**src/rtl/inert_intf_mc.sv**
```systemverilog
// Multi-channel inertial sensor interface: runs the sensor init table, then on each
// data-ready reads NUM_CH 16-bit registers through SPI_mnrch, spike-filters and publishes them.
module inert_intf_mc #(
  parameter int                      NUM_CH      = 2,
  parameter logic [NUM_CH*8-1:0]     CH_ADDR     = {8'h2C, 8'h22},
  parameter int                      NUM_INIT    = 4,
  parameter logic [NUM_INIT*16-1:0]  INIT_CMDS   = {16'h1460, 16'h1150, 16'h1053, 16'h0D02},
  parameter int                      INIT_WAIT_W = 16,
  parameter int                      GAP_W       = 10,
  parameter int                      INT_TO_W    = 20,
  parameter logic [NUM_CH-1:0]       FILT_MASK   = NUM_CH'(1),
  parameter logic signed [15:0]      FILT_LIM    = 16'sh1F00
) (
  input  logic                   clk,
  input  logic                   rst_n,
  input  logic                   INT,
  input  logic                   done,
  input  logic [15:0]            rd_data,
  output logic                   wrt,
  output logic [15:0]            cmd,
  output logic [NUM_CH*16-1:0]   data,
  output logic                   vld,
  output logic                   init_done,
  output logic                   spi_err,
  output logic                   int_to
);

  localparam int TW0 = (INIT_WAIT_W > GAP_W) ? INIT_WAIT_W : GAP_W;
  localparam int TW  = (TW0 > INT_TO_W) ? TW0 : INT_TO_W;
  localparam int NB  = 2 * NUM_CH;
  localparam int KW  = $clog2(NB);
  localparam int JW  = $clog2(NUM_INIT + 1);

  typedef enum logic [1:0] {PWR, INIT, WAIT, READ} state_t;

  state_t          state, state_nxt;
  logic [TW-1:0]   timer;
  logic [JW-1:0]   j, j_nxt;
  logic [KW-1:0]   k, k_nxt;
  logic            int_ff1, int_ff2;
  logic            seen_done;
  logic            init_fin, err_set;
  logic [7:0]      byte_r [NB];
  logic            gap, pwr_exp, to_exp;
  logic            unused_hi;

  assign unused_hi = ^rd_data[15:8];

  assign gap     = &timer[GAP_W-1:0];
  assign pwr_exp = &timer[INIT_WAIT_W-1:0];
  assign to_exp  = &timer[INT_TO_W-1:0];

  // Read command for byte slot kk: even slots hit the low-byte address, odd slots addr+1.
  function automatic logic [15:0] rd_cmd(input int kk);
    logic [7:0] a;
    a = CH_ADDR[8*(kk/2) +: 8] + 8'(kk % 2);
    return {1'b1, a[6:0], 8'h00};
  endfunction

  function automatic logic [15:0] spike_filt(input logic signed [15:0] w, input logic en);
    if (en && ((w > FILT_LIM) || (w < -FILT_LIM)))
      return 16'h0000;
    return w;
  endfunction

  always_comb begin
    state_nxt = state;
    j_nxt     = j;
    k_nxt     = k;
    wrt       = 1'b0;
    cmd       = 16'h0000;
    vld       = 1'b0;
    init_fin  = 1'b0;
    err_set   = 1'b0;
    case (state)
      PWR: begin
        if (pwr_exp) begin
          wrt   = 1'b1;
          cmd   = INIT_CMDS[15:0];
          j_nxt = JW'(1);
          if (NUM_INIT == 1) begin
            init_fin  = 1'b1;
            state_nxt = WAIT;
          end else begin
            state_nxt = INIT;
          end
        end
      end
      INIT: begin
        if (gap) begin
          wrt   = 1'b1;
          cmd   = INIT_CMDS[16*int'(j) +: 16];
          j_nxt = j + 1'b1;
          if (int'(j) == NUM_INIT - 1) begin
            init_fin  = 1'b1;
            state_nxt = WAIT;
          end
        end
      end
      WAIT: begin
        if (int_ff2) begin
          wrt       = 1'b1;
          cmd       = rd_cmd(0);
          k_nxt     = '0;
          state_nxt = READ;
        end
      end
      READ: begin
        if (gap) begin
          // A done landing on the GAP cycle itself still counts for this slot.
          if (!(seen_done || done))
            err_set = 1'b1;
          if (int'(k) < NB - 1) begin
            wrt   = 1'b1;
            cmd   = rd_cmd(int'(k) + 1);
            k_nxt = k + 1'b1;
          end else begin
            vld       = 1'b1;
            state_nxt = WAIT;
          end
        end
      end
      default: state_nxt = PWR;
    endcase
  end

  always_ff @(posedge clk or negedge rst_n) begin
    if (!rst_n) begin
      state     <= PWR;
      timer     <= '0;
      j         <= '0;
      k         <= '0;
      int_ff1   <= 1'b0;
      int_ff2   <= 1'b0;
      seen_done <= 1'b0;
      init_done <= 1'b0;
      spi_err   <= 1'b0;
      int_to    <= 1'b0;
      for (int b = 0; b < NB; b++)
        byte_r[b] <= 8'h00;
    end else begin
      state   <= state_nxt;
      j       <= j_nxt;
      k       <= k_nxt;
      int_ff1 <= INT;
      int_ff2 <= int_ff1;
      timer   <= wrt ? '0 : timer + 1'b1;
      if (wrt)
        seen_done <= 1'b0;
      else if (done)
        seen_done <= 1'b1;
      if (init_fin)
        init_done <= 1'b1;
      if (err_set)
        spi_err <= 1'b1;
      if (state == READ && done)
        byte_r[k] <= rd_data[7:0];
      // Timeout is measured from the last transaction, and only an INT seen in WAIT clears it.
      if (state == WAIT) begin
        if (int_ff2)
          int_to <= 1'b0;
        else if (to_exp)
          int_to <= 1'b1;
      end
    end
  end

  always_comb begin
    data = '0;
    for (int i = 0; i < NUM_CH; i++)
      data[16*i +: 16] = spike_filt({byte_r[2*i+1], byte_r[2*i]}, FILT_MASK[i]);
  end

endmodule
```
**config.mk**
```make
export PLATFORM = sky130hd
export DESIGN_NAME = inert_intf_mc
export DESIGN_NICKNAME = d
export VERILOG_FILES = /design/src/rtl/inert_intf_mc.sv
export SDC_FILE = /design/constraint.sdc
export NUM_CORES = 1
export LEC_CHECK = 0
export CAP_MARGIN = 20
export CORE_UTILIZATION = 51
export CTS_BUF_LIST = sky130_fd_sc_hd__clkbuf_8 sky130_fd_sc_hd__clkbuf_16
export CTS_CLUSTER_SIZE = 30
export DETAILED_ROUTE_END_ITERATION = 8
export PLACE_DENSITY = 0.86
export RECOVER_POWER = 50
export SLEW_MARGIN = 20
export SYNTH_ARGS = -nofsm -noshare
export SYNTH_HDL_FRONTEND = slang
export SYNTH_SLANG_ARGS = --single-unit
```
**constraint.sdc**
```tcl
create_clock -name clk -period 2.5 [get_ports clk]
set_clock_uncertainty 0.15 [all_clocks]
set_input_delay 0.5 -clock clk [delete_from_list [all_inputs] [get_ports clk]]
set_output_delay 0.5 -clock clk [all_outputs]
set_load 0.05 [all_outputs]
```
==> results_dict.tcl <==
set metrics [dict create \
    holdPathEnd "int_ff2$_DFF_PN0_" \
    die_h_um 82.72 \
    fin_util 0.7584 \
    ant_nets 0 \
    n_antenna_cell 0 \
    p_per_area_nw_per_um2 421.6 \
    grt_start_max_net_pins 28 \
    routed_wl_mm 8.985 \
    synth_ff_type "dfrtp_1" \
    setup_ws_ps -239.2 \
    overflow 0 \
    holdWs_ps 212.5 \
    ys_warn_count 0 \
    status "finished, violations left" \
    crit_path_max_fanout 6 \
    endpoint_kind "output port" \
    synth_edf_count 0 \
    arrival_ps 2090 \
    period_minus_slack_ps 2739 \
    fin_tns_setup_ps -4662 \
    fp.dieArea_um2 6843 \
    syn-instance-count 311 \
    rrSetupSlack_ps 340 \
    clock_latency_ps 360 \
    die_w_um 82.72 \
    hold_viol 0 \
    grt_pass1_vias 2788 \
    portBuffers 60 \
    setup_violations 26 \
    p_leak_nw 2.208 \
    htreeDepth 3 \
    fmaxAchievable_mhz 365.1 \
    syn_to_final_growth_pct 44.09 \
    r2r_end "j[1]$_DFFE_PN0P_" \
    fin_area_um2 4788 \
    worst_slew_pin_slew_ps 1102 \
    ys_types 41 \
    place_hpwl_mm 5.112 \
    placed_area_um2 4189 \
    yosys-top-cells-area "dfrtp_1 49%, mux2_2 11%, buf_4 5.2%" \
    peakVddDrop_uv 354.7 \
    firstDrtPassIters 5 \
    drive_gt1_frac 0.4066 \
    critPathKind "register to output port" \
    seq_area_frac_synth 0.4895 \
    viasPerCell 5.913 \
    drtIter0Drc 219 \
    maxSlewViolCount 0 \
    crit-reg2reg-launch "timer[1]$_DFF_PN0_" \
    violations "negative setup slack" \
    hold_depth 0 \
    cts.sinks 65 \
    floorplan.initialDensity 0.5264 \
    max_slew_margin 0.2653 \
    vias 2797 \
    antenna_found_initial 0 \
    grt_pass1_wl_mm 13.63 \
    syn_area_um2 3323 \
    cts_buffers 9 \
    synth_largest_area_cell "dfrtp_1" \
    cts_buffer_depth 2 \
    synth.avg_cell_area_um2 10.69 \
    cp_data_required_time_ps 1850 \
    hold_path_class "register to register" \
    maxCapViolCount 0 \
    fill_cells 376 \
    tritoncts "done" \
    fp.coreArea_um2 6314 \
    synthArstFlopShare 1.000 \
    wire_per_inst_um 19.00 \
    rsz0062_at_grt "yes" \
    min-delay-start "int_ff1$_DFF_PN0_" \
    yosys_register_bits 65 \
    synth_top_area_frac 0.4895 \
    rows 29 \
    grt_util_all_layers 0.2779 \
    nets 421 \
    place_ws_ps 58.73 \
    ctsRootBufferMaster "clkbuf_8" \
    ios 73 \
    remaining_drc_errors 0 \
    fin_crit_sh 1.096 \
    clk_pin_slew_ps 70 \
    ff2ff_path_depth 8 \
    place.gp.congestion 0.8506 \
    start_kind "register" \
]
[worst max path at each step]
stage	start	endpoint	slack, ps	cells past startpoint
global placement	byte_r[28]$_DFFE_PN0P_	data[7]	90	5
finish	byte_r[28]$_DFFE_PN0P_	data[5]	-240	5
detailed placement	byte_r[28]$_DFFE_PN0P_	data[8]	60	5
floorplan	timer[0]$_DFF_PN0_	cmd[10]	-150	6
global route	byte_r[28]$_DFFE_PN0P_	data[5]	-320	5
CTS	byte_r[28]$_DFFE_PN0P_	data[8]	-270	5
[flip-flops by register name (all words and copies together) (netlist names)]
signal and count:
seen_done 1, byte_r 16, k 2, int_to 1, state 2, init_done 1
data 16, int_ff1 1, spi_err 1, j 3, timer 20, int_ff2 1
[Yosys cell counts, drive strengths merged, types with 2 or more instances]
library cell  instances
dfrtp                65
mux2                 33
buf                  28
nor2                 25
nand2                15
nand3                15
inv                  14
and2                 13
o21ai                12
ha                   10
a21oi                 9
nor3                  8
and3                  7
xnor2                 7
nand4                 6
xor2                  6
or4                   5
a31oi                 4
nor4                  4
and4                  3
clkbuf                3
o211ai                3
or3                   3
o31ai                 2
or2                   2
[cells by family (layout without fill, tap and decap cells)]
| group | Yosys count | in the layout | share of synthesized area |
|---|---|---|---|
| xor gates and xnor gates | 13 | 13 | 0.03426 |
| buffers and inverters | 45 | 126 | 0.07869 |
| adders and majority gates | 10 | 10 | 0.03765 |
| muxes | 33 | 33 | 0.1118 |
| DFF | 65 | 65 | 0.4895 |
| and+or+nand+nor | 108 | 108 | 0.1758 |
| AOI/OAI and AO/OA | 36 | 37 | 0.07116 |
| other | 1 | 4 | 0.001128 |
[critical path, stage by stage, from the launching register on]
cell and delay [ps]:
dfrtp_1 400, or4_4 540, o211ai_1 220, a21o_1 260, and2_4 190, buf_12 130
[metrics by stage]
| step | power, mW | instances |
|---|---|---|
| after floorplan | 1.093 | 314 |
| after global placement | 1.137 | 429 |
| after detailed placement | 1.138 | 429 |
| after CTS | 2.028 | 461 |
| after global routing | 2.073 | 473 |
| final | 2.019 | 473 |
[power breakdown]
group | internal [mW] | switching (mW)
clock | 0.460 | 0.444
sequential | 1.05 | 0.000840
combinational | 0.0177 | 0.0448
[per-layer routing]
layer / global-route usage / wire length, um
met3: 0.05275 / 547
met5: 0 / 0
met1: 0.3319 / 3505
met4: 0.1448 / 266
met2: 0.4746 / 4666
[what timing repair did]
| item | in CTS | in global routing |
|---|---|---|
| pin swaps | 17 | 18 |
| setup buffers | 14 | 12 |
| hold buffers | 1 | 0 |
| gates resized for setup | 51 | 13 |
| setup endpoints to repair | 30 | 29 |
| hold endpoints to repair | 17 | 0 |
| gates cloned | 1 | 0 |
[final cells by class]
type / count / area [um^2] / share of cell area
flip-flops and latches: 65 / 1632 / 0.3407
clock inverters: 7 / 71.32 / 0.01489
repair buffers: 96 / 1140 / 0.2380
well taps: 77 / 96.34 / 0.02012
clock buffers: 9 / 123.9 / 0.02587
multi-input cells: 205 / 1673 / 0.3494
inverters: 14 / 52.55 / 0.01097
[layout by cell type, fill, tap and decap left out, types with 4 or more instances in the layout]
| master | count |
|---|---|
| and2_4 | 13 |
| o21ai_0 | 8 |
| dfrtp_1 | 61 |
| o21ai_4 | 4 |
| and3_1 | 5 |
| inv_1 | 14 |
| nor2_4 | 4 |
| clkdlybuf4s50_1 | 27 |
| nor2_1 | 20 |
| a21oi_1 | 6 |
| dfrtp_2 | 4 |
| buf_4 | 28 |
| nor3_1 | 5 |
| xor2_1 | 6 |
| xnor2_1 | 7 |
| conb_1 | 4 |
| clkbuf_8 | 9 |
| nand3_1 | 10 |
| nand4_1 | 6 |
| buf_6 | 4 |
| buf_12 | 27 |
| nand2_1 | 14 |
| ha_1 | 10 |
| mux2_2 | 33 |
Power figures use the tool's default switching activity.
